## config.mk

```make
export PLATFORM = sky130hd
export DESIGN_NAME = fir_sample_sequencer_flat
export DESIGN_NICKNAME = d
export VERILOG_FILES = /design/src/rtl/fir_pkg.sv /design/src/rtl/fir_sample_sequencer_if.sv /design/src/rtl/fir_seq_fifo.sv /design/src/rtl/fir_sample_sequencer.sv /design/src/flat_wrapper.sv
export SDC_FILE = /design/constraint.sdc
export NUM_CORES = 1
export LEC_CHECK = 0
export BUFFER_PORTS_ARGS = -buffer_cell sky130_fd_sc_hd__buf_2
export CAP_MARGIN = 30
export CORE_ASPECT_RATIO = 0.8
export CORE_MARGIN = 8
export CORE_UTILIZATION = 30
export CTS_CLUSTER_DIAMETER = 120
export CTS_CLUSTER_SIZE = 10
export DETAILED_ROUTE_END_ITERATION = 8
export GPL_ROUTABILITY_DRIVEN = 1
export PLACE_DENSITY = 0.53
export SLEW_MARGIN = 20
export SYNTH_ARGS = -nofsm -noshare
export SYNTH_HDL_FRONTEND = slang
export SYNTH_SLANG_ARGS = --single-unit
```

## constraint.sdc

```tcl
create_clock -name clock -period 2.36 [get_ports clock]
set_input_delay 0.118 -clock clock [delete_from_list [all_inputs] [get_ports clock]]
set_output_delay 0.118 -clock clock [all_outputs]
set_load 0.005 [all_outputs]
```

## src/rtl/fir_pkg.sv

```systemverilog
// Shared widths, filter timing constants and the state encoding for the FIR sample sequencer.
package fir_pkg;

    localparam int SAMPLE_W               = 16;
    localparam int NUM_TAPS               = 8;
    localparam int FILTER_LATENCY         = 9;
    localparam int TIMEOUT_CYCLES_DEFAULT = 32;

    // Sequencer states, kept as plain constants so legacy tools can share the encoding.
    typedef logic [2:0] seq_state_t;
    localparam seq_state_t ST_IDLE      = 3'd0;
    localparam seq_state_t ST_START     = 3'd1;
    localparam seq_state_t ST_WAIT_DONE = 3'd2;
    localparam seq_state_t ST_CAPTURE   = 3'd3;
    localparam seq_state_t ST_OUTPUT    = 3'd4;

endpackage

```

## src/rtl/fir_sample_sequencer_if.sv

```systemverilog
// Sample stream, filter control and result stream of the FIR sample sequencer.
interface fir_sample_sequencer_if;
    import fir_pkg::*;

    logic                in_valid;
    logic                in_ready;
    logic [SAMPLE_W-1:0] in_data;
    logic                filt_start;
    logic [SAMPLE_W-1:0] filt_data;
    logic                filt_done;
    logic [SAMPLE_W-1:0] filt_result;
    logic                out_valid;
    logic                out_ready;
    logic [SAMPLE_W-1:0] out_data;
    logic                timeout_err;

    modport slave (
        input  in_valid, in_data, filt_done, filt_result, out_ready,
        output in_ready, filt_start, filt_data, out_valid, out_data, timeout_err
    );

    modport master (
        output in_valid, in_data, filt_done, filt_result, out_ready,
        input  in_ready, filt_start, filt_data, out_valid, out_data, timeout_err
    );

endinterface

```

## src/rtl/fir_seq_fifo.sv

```systemverilog
// Synchronous sample FIFO; head word is visible combinationally, pointers carry an extra wrap bit.
module fir_seq_fifo #(
    parameter int DEPTH = 4,
    parameter int WIDTH = 16
) (
    input  logic             clock,
    input  logic             reset_n,
    input  logic             push,
    input  logic [WIDTH-1:0] push_data,
    input  logic             pop,
    output logic [WIDTH-1:0] head_data,
    output logic             empty,
    output logic             full
);

    localparam int AW = $clog2(DEPTH);

    logic [WIDTH-1:0] mem_q [DEPTH];
    logic [AW:0]      wr_ptr_q, wr_ptr_d;
    logic [AW:0]      rd_ptr_q, rd_ptr_d;
    logic             do_push, do_pop;

    assign do_push   = push && !full;
    assign do_pop    = pop && !empty;
    assign empty     = (wr_ptr_q == rd_ptr_q);
    assign full      = (wr_ptr_q[AW] != rd_ptr_q[AW]) && (wr_ptr_q[AW-1:0] == rd_ptr_q[AW-1:0]);
    assign head_data = mem_q[rd_ptr_q[AW-1:0]];

    always_comb begin
        wr_ptr_d = do_push ? wr_ptr_q + 1'b1 : wr_ptr_q;
        rd_ptr_d = do_pop  ? rd_ptr_q + 1'b1 : rd_ptr_q;
    end

    // NOTE: sequential state is written with <= so every flop samples pre-edge values.
    always_ff @(posedge clock or negedge reset_n) begin
        if (!reset_n) begin
            wr_ptr_q <= '0;
            rd_ptr_q <= '0;
        end else begin
            wr_ptr_q <= wr_ptr_d;
            rd_ptr_q <= rd_ptr_d;
        end
    end

    // NOTE: storage is not reset; the pointers alone define which words are valid.
    always_ff @(posedge clock) begin
        if (do_push) begin
            mem_q[wr_ptr_q[AW-1:0]] <= push_data;
        end
    end

endmodule

```

## src/rtl/fir_sample_sequencer.sv

```systemverilog
// Feeds buffered samples to the FIR stage one at a time and returns each result on a stream.
// Optional statistics counters are enabled with `define FIR_SEQ_STATS_EN.
module fir_sample_sequencer
    import fir_pkg::*;
#(
    parameter int DEPTH          = 4,
    parameter int TIMEOUT_CYCLES = TIMEOUT_CYCLES_DEFAULT
) (
    input  logic                  clock,
    input  logic                  reset_n,
    fir_sample_sequencer_if.slave bus
`ifdef FIR_SEQ_STATS_EN
    ,
    output logic [15:0]           stat_done_cnt,
    output logic [7:0]            stat_timeout_cnt
`endif
);

    localparam int                CNT_W    = $clog2(TIMEOUT_CYCLES);
    localparam logic [CNT_W-1:0]  CNT_LAST = CNT_W'(TIMEOUT_CYCLES - 1);

    seq_state_t          state_q, state_d;
    logic                filt_start_q, filt_start_d;
    logic [SAMPLE_W-1:0] filt_data_q, filt_data_d;
    logic                out_valid_q, out_valid_d;
    logic [SAMPLE_W-1:0] out_data_q, out_data_d;
    logic                timeout_err_q, timeout_err_d;
    logic [CNT_W-1:0]    cnt_q, cnt_d;

    logic                fifo_push, fifo_pop, fifo_empty, fifo_full;
    logic [SAMPLE_W-1:0] fifo_head;

    assign bus.in_ready = reset_n && !fifo_full;
    assign fifo_push    = bus.in_valid && bus.in_ready;
    assign fifo_pop     = (state_q == ST_IDLE) && !fifo_empty;

    fir_seq_fifo #(
        .DEPTH (DEPTH),
        .WIDTH (SAMPLE_W)
    ) u_fifo (
        .clock     (clock),
        .reset_n   (reset_n),
        .push      (fifo_push),
        .push_data (bus.in_data),
        .pop       (fifo_pop),
        .head_data (fifo_head),
        .empty     (fifo_empty),
        .full      (fifo_full)
    );

    // NOTE: every signal gets a hold/default value first, so no latch can be inferred.
    always_comb begin
        state_d       = state_q;
        filt_start_d  = 1'b0;
        filt_data_d   = filt_data_q;
        out_valid_d   = out_valid_q;
        out_data_d    = out_data_q;
        timeout_err_d = timeout_err_q;
        cnt_d         = cnt_q;
        case (state_q)
            ST_IDLE: begin
                if (!fifo_empty) begin
                    filt_data_d  = fifo_head;
                    filt_start_d = 1'b1;
                    state_d      = ST_START;
                end
            end
            ST_START: begin
                cnt_d   = '0;
                state_d = ST_WAIT_DONE;
            end
            ST_WAIT_DONE: begin
                // filt_done is only looked at here, so stale or unknown pulses elsewhere are harmless.
                if (bus.filt_done) begin
                    state_d = ST_CAPTURE;
                end else begin
                    cnt_d = cnt_q + 1'b1;
                    if (cnt_d == CNT_LAST) begin
                        timeout_err_d = 1'b1;
                        state_d       = ST_IDLE;
                    end
                end
            end
            ST_CAPTURE: begin
                out_data_d  = bus.filt_result;
                out_valid_d = 1'b1;
                state_d     = ST_OUTPUT;
            end
            ST_OUTPUT: begin
                if (bus.out_ready) begin
                    out_valid_d = 1'b0;
                    state_d     = ST_IDLE;
                end
            end
            default: state_d = ST_IDLE;
        endcase
    end

    always_ff @(posedge clock or negedge reset_n) begin
        if (!reset_n) begin
            state_q       <= ST_IDLE;
            filt_start_q  <= 1'b0;
            filt_data_q   <= '0;
            out_valid_q   <= 1'b0;
            out_data_q    <= '0;
            timeout_err_q <= 1'b0;
            cnt_q         <= '0;
        end else begin
            state_q       <= state_d;
            filt_start_q  <= filt_start_d;
            filt_data_q   <= filt_data_d;
            out_valid_q   <= out_valid_d;
            out_data_q    <= out_data_d;
            timeout_err_q <= timeout_err_d;
            cnt_q         <= cnt_d;
        end
    end

    assign bus.filt_start  = filt_start_q;
    assign bus.filt_data   = filt_data_q;
    assign bus.out_valid   = out_valid_q;
    assign bus.out_data    = out_data_q;
    assign bus.timeout_err = timeout_err_q;

`ifdef FIR_SEQ_STATS_EN
    logic        done_evt, tmo_evt;
    logic [15:0] done_cnt_q, done_cnt_d;
    logic [7:0]  tmo_cnt_q, tmo_cnt_d;

    assign done_evt = (state_q == ST_OUTPUT) && bus.out_ready;
    assign tmo_evt  = (state_q == ST_WAIT_DONE) && (state_d == ST_IDLE);

    always_comb begin
        done_cnt_d = done_cnt_q + 16'(done_evt);
        tmo_cnt_d  = tmo_cnt_q + 8'(tmo_evt);
    end

    always_ff @(posedge clock or negedge reset_n) begin
        if (!reset_n) begin
            done_cnt_q <= '0;
            tmo_cnt_q  <= '0;
        end else begin
            done_cnt_q <= done_cnt_d;
            tmo_cnt_q  <= tmo_cnt_d;
        end
    end

    assign stat_done_cnt    = done_cnt_q;
    assign stat_timeout_cnt = tmo_cnt_q;
`endif

endmodule
```

## src/flat_wrapper.sv

```systemverilog
// flat-port wrapper written by rule: the top's interface ports become plain ports
module fir_sample_sequencer_flat import fir_pkg::*;
#(
    parameter int DEPTH          = 4,
    parameter int TIMEOUT_CYCLES = TIMEOUT_CYCLES_DEFAULT
)
  (clock, reset_n, bus_in_valid, bus_in_data, bus_filt_done, bus_filt_result, bus_out_ready, bus_in_ready, bus_filt_start, bus_filt_data, bus_out_valid, bus_out_data, bus_timeout_err);
  fir_sample_sequencer_if bus_i ();
  input  logic clock;
  input  logic reset_n;
  input wire logic [$bits(bus_i.in_valid)-1:0] bus_in_valid;
  input wire logic [$bits(bus_i.in_data)-1:0] bus_in_data;
  input wire logic [$bits(bus_i.filt_done)-1:0] bus_filt_done;
  input wire logic [$bits(bus_i.filt_result)-1:0] bus_filt_result;
  input wire logic [$bits(bus_i.out_ready)-1:0] bus_out_ready;
  output wire logic [$bits(bus_i.in_ready)-1:0] bus_in_ready;
  output wire logic [$bits(bus_i.filt_start)-1:0] bus_filt_start;
  output wire logic [$bits(bus_i.filt_data)-1:0] bus_filt_data;
  output wire logic [$bits(bus_i.out_valid)-1:0] bus_out_valid;
  output wire logic [$bits(bus_i.out_data)-1:0] bus_out_data;
  output wire logic [$bits(bus_i.timeout_err)-1:0] bus_timeout_err;
  assign bus_i.in_valid = bus_in_valid;
  assign bus_i.in_data = bus_in_data;
  assign bus_i.filt_done = bus_filt_done;
  assign bus_i.filt_result = bus_filt_result;
  assign bus_i.out_ready = bus_out_ready;
  assign bus_in_ready = bus_i.in_ready;
  assign bus_filt_start = bus_i.filt_start;
  assign bus_filt_data = bus_i.filt_data;
  assign bus_out_valid = bus_i.out_valid;
  assign bus_out_data = bus_i.out_data;
  assign bus_timeout_err = bus_i.timeout_err;
  fir_sample_sequencer #(.DEPTH(DEPTH), .TIMEOUT_CYCLES(TIMEOUT_CYCLES)) u_core (.clock(clock), .reset_n(reset_n), .bus(bus_i));
endmodule
```

==> key figures <==
Outcome
  – Status: complete, no violations

Floorplanning
  – Die height: 126 um
  – Cell row count: 40
  – Die X: 153 um
  – Die area: 19,300 sq um
  – Initial Utilization: 0.304
  – Ports: 73
  – Core area: 14,900 sq um

Clock tree
  – Clock latency on the worst-skew pair: 0.41 ns
  – Register clock-pin slew on the reported worst setup and hold paths: 0.05 ns
  – CTS Sinks: 113
  – TritonCTS Buffers: 17
  – Buffer depth of the longest clock path: 2
  – Clock Tree Root: clkbuf_16
  – CTS tree: done
  – CTS HTree Levels: 4

Global route
  – Total GRT Usage: 0.105
  – First-pass GRT wire length: 15.5 mm
  – Largest net degree at the start of global routing: 51
  – Initial antenna violation count: 0
  – Vias in the first global route: 2,842
  – Overflow left after global routing: 0

Timing
  – Worst hold slack: 0.0984 ns
  – Max-slew violations: 0
  – Setup TNS Final: 0 ns
  – Fmax: 503 MHz
  – Worst Skew: 0.0105 ns
  – Final Hold Fails: 0
  – RSZ-0062 raised after global routing: false
  – Final min period: 1.99 ns
  – Worst slew pin tran: 0.849 ns
  – Slew HR: 0.433
  – Setup violations, final: 0
  – Final worst-path cycle share: 0.842
  – Final setup margin: 0.374 ns

Place
  – Placed Cells incl. Taps: 504
  – DP Worst Slack: 0.540 ns
  – Hpwl dp: 5.92 mm
  – Port Buffers: 72
  – RePlAce Congestion: 0.729

Route
  – Via count: 2,479
  – Final wirelength: 9.46 mm
  – 1st-pass router iterations: 4
  – Detailed Route Iter0 Violations: 181
  – Via-to-Cell Ratio: 4.35
  – Avg WL per Cell: 16.6 um
  – Post-route DRC: 0
  – DRT antenna net count: 0

Final layout
  – Synthesis-to-layout area growth: 34.8%
  – Final Util: 0.410
  – Fillers: 1,372
  – Final Instance Count excl. Fillers: 570
  – Ratio of cells with drive above 1 in the final layout: 0.415
  – Layout Nets: 412
  – Inserted Diodes: 0

Power
  – Leak Pwr: 2.43 nW
  – Peak supply drop: 0.599 mV
  – PD cells: 1320 nW/um^2

Synth
  – Mapped Area: 4540 sq um
  – Ys async rst share: 0.434
  – FF+latch count, synth: 113
  – Most common flop cell mapped by yosys: edfxtp_1
  – Register area share after synthesis: 0.694
  – Yosys warns: 0
  – Most frequent cell after synthesis: edfxtp_1
  – Number of synthesized flops with an enable pin: 64
  – Netlist cell types: 35
  – Synth Instances: 243
  – Synth top area share: 0.424
  – Post-Syn Nets: 287
  – Leading area contributor after synthesis: edfxtp_1
  – Most instantiated cells after synthesis: edfxtp_1, dfrtp_1, mux2_2
  – Top area cells in the synthesized netlist: edfxtp_1, dfrtp_1, mux4_2
  – Synth Area per Inst: 18.7 sq um

Worst setup path
  – Crit end category: output port
  – CP peak stage delay: 0.56 ns
  – Largest delay share family, worst path: buffers and inverters
  – Slowest-stage cell, CP: buf_4
  – CP bufs+invs: 5
  – Worst Path Max Fanout: 50
  – Element type at the critical path start: primary input
  – Crit path DAT: 1.87 ns
  – Worst EP required: 2.24 ns
  – Worst Path Class, Setup: in2out
  – Most used cell, CP: buf_2
  – Crit path cell chain: dlygate4sd3_1 > buf_2 > buf_4 > inv_1 > a31oi_1 > buf_2

Job
  – Max-cap viol count: 0

Min path
  – Type of the most critical hold path: in2reg
## stage by stage
stage / total power [mW] / instance area, sq um
final: 8.10 / 6110
after global routing: 8.58 / 6110
after floorplan: 4.71 / 4540
after detailed placement: 5.45 / 5150
after CTS: 8.24 / 6110
after global placement: 5.42 / 5150
## sequential cells by signal, indices dropped and copies added, names as in the netlist, 3 cells and up
| register | count |
|---|---|
| u_core.u_fifo.wr_ptr_q | 3 |
| u_core.bus.filt_data | 16 |
| u_core.state_q | 3 |
| u_core.bus.out_data | 16 |
| u_core.u_fifo.rd_ptr_q | 3 |
| u_core.cnt_q | 5 |
| u_core.u_fifo.mem_q | 64 |
## cell families (layout without fill, tap and decap cells)
group,count (synthesis),in the layout,share of synthesized area
AO/OA/AOI/OAI,18,18,0.0312
XOR/XNOR,12,12,0.0314
adder cells (fa/ha/maj),7,7,0.0193
buffers and inverters,14,152,0.0212
flip-flops,113,113,0.694
multiplexers,49,49,0.167
AND/OR/NAND/NOR,30,30,0.0356
## metal layers
metal | vias up | track usage | share of wire
met5 | - | 0 | 0
met4 | 0 | 0.0259 | 0.0054
met3 | 5 | 0.0420 | 0.057
met2 | 58 | 0.165 | 0.47
met1 | 1244 | 0.134 | 0.47
li1 | 1172 | - | -
## power breakdown
| part | leakage [nW] | internal [mW] | switching [mW] | total [mW] |
|---|---|---|---|---|
| registers | 1.17 | 2.64 | 0.347 | 2.99 |
| clock network | 0.298 | 1.79 | 0.903 | 2.69 |
| logic | 0.967 | 1.34 | 1.08 | 2.42 |
| total | 2.43 | 5.77 | 2.33 | 8.10 |
## repair_timing
item                       CTS  global route
setup buffers                0             0
setup endpoints to repair    0             0
hold buffers                34             0
hold endpoints to repair   131             0
gates resized for setup      0             0
## cell usage in the layout, fill, tap and decap left out, types with 2 or more instances in the layout
cell type,n
clkinv_2,2
clkinvlp_4,3
nand3b_1,2
nand2_1,11
mux2_4,7
mux2_2,18
xnor2_1,4
buf_12,2
mux2_1,8
a21oi_1,2
clkinv_1,2
nand3_1,2
bufinv_16,4
and2_1,4
dfrtp_1,49
a31oi_4,2
nor2_1,4
xor2_1,6
xnor2_4,2
buf_2,72
nand2b_1,2
o21ai_0,7
inv_1,5
ha_1,7
dlygate4sd3_1,34
inv_6,2
clkbuf_16,17
nor3b_1,2
buf_4,7
mux4_2,16
edfxtp_1,64
## final cells by class
class                      count  area [sq um]  share of cell area
clock buffer                  18           439              0.0718
tap                          189           236              0.0387
timing repair buffer         115           793               0.130
inverter                       5          18.8             0.00307
sequential                   113          3150               0.515
multi-input combinational    116          1290               0.211
clock inverter                14           186              0.0305
## worst paths after layout
kind | from | endpoint | slack, ns | cells past startpoint
setup / recovery | reset_n | bus_in_ready | 0.37 | 6
hold / removal | bus_filt_done | u_core.state_q[0] | 0.1 | 3
setup reg to reg | u_core.state_q[1] | u_core.u_fifo.rd_ptr_q[1] | 0.56 | 4
hold reg to reg | u_core.bus.timeout_err | u_core.bus.timeout_err | 0.47 | 1
max in group asynchronous | reset_n | u_core.bus.out_data[9] | 1.42 | 3
min in group asynchronous | reset_n | u_core.bus.filt_data[8] | 0.45 | 3
## worst min-delay path: stages
cell     delay [ns]
buf_2          0.12
o21ai_0        0.16
a41oi_1        0.05
(Power assumes the default switching activity.)
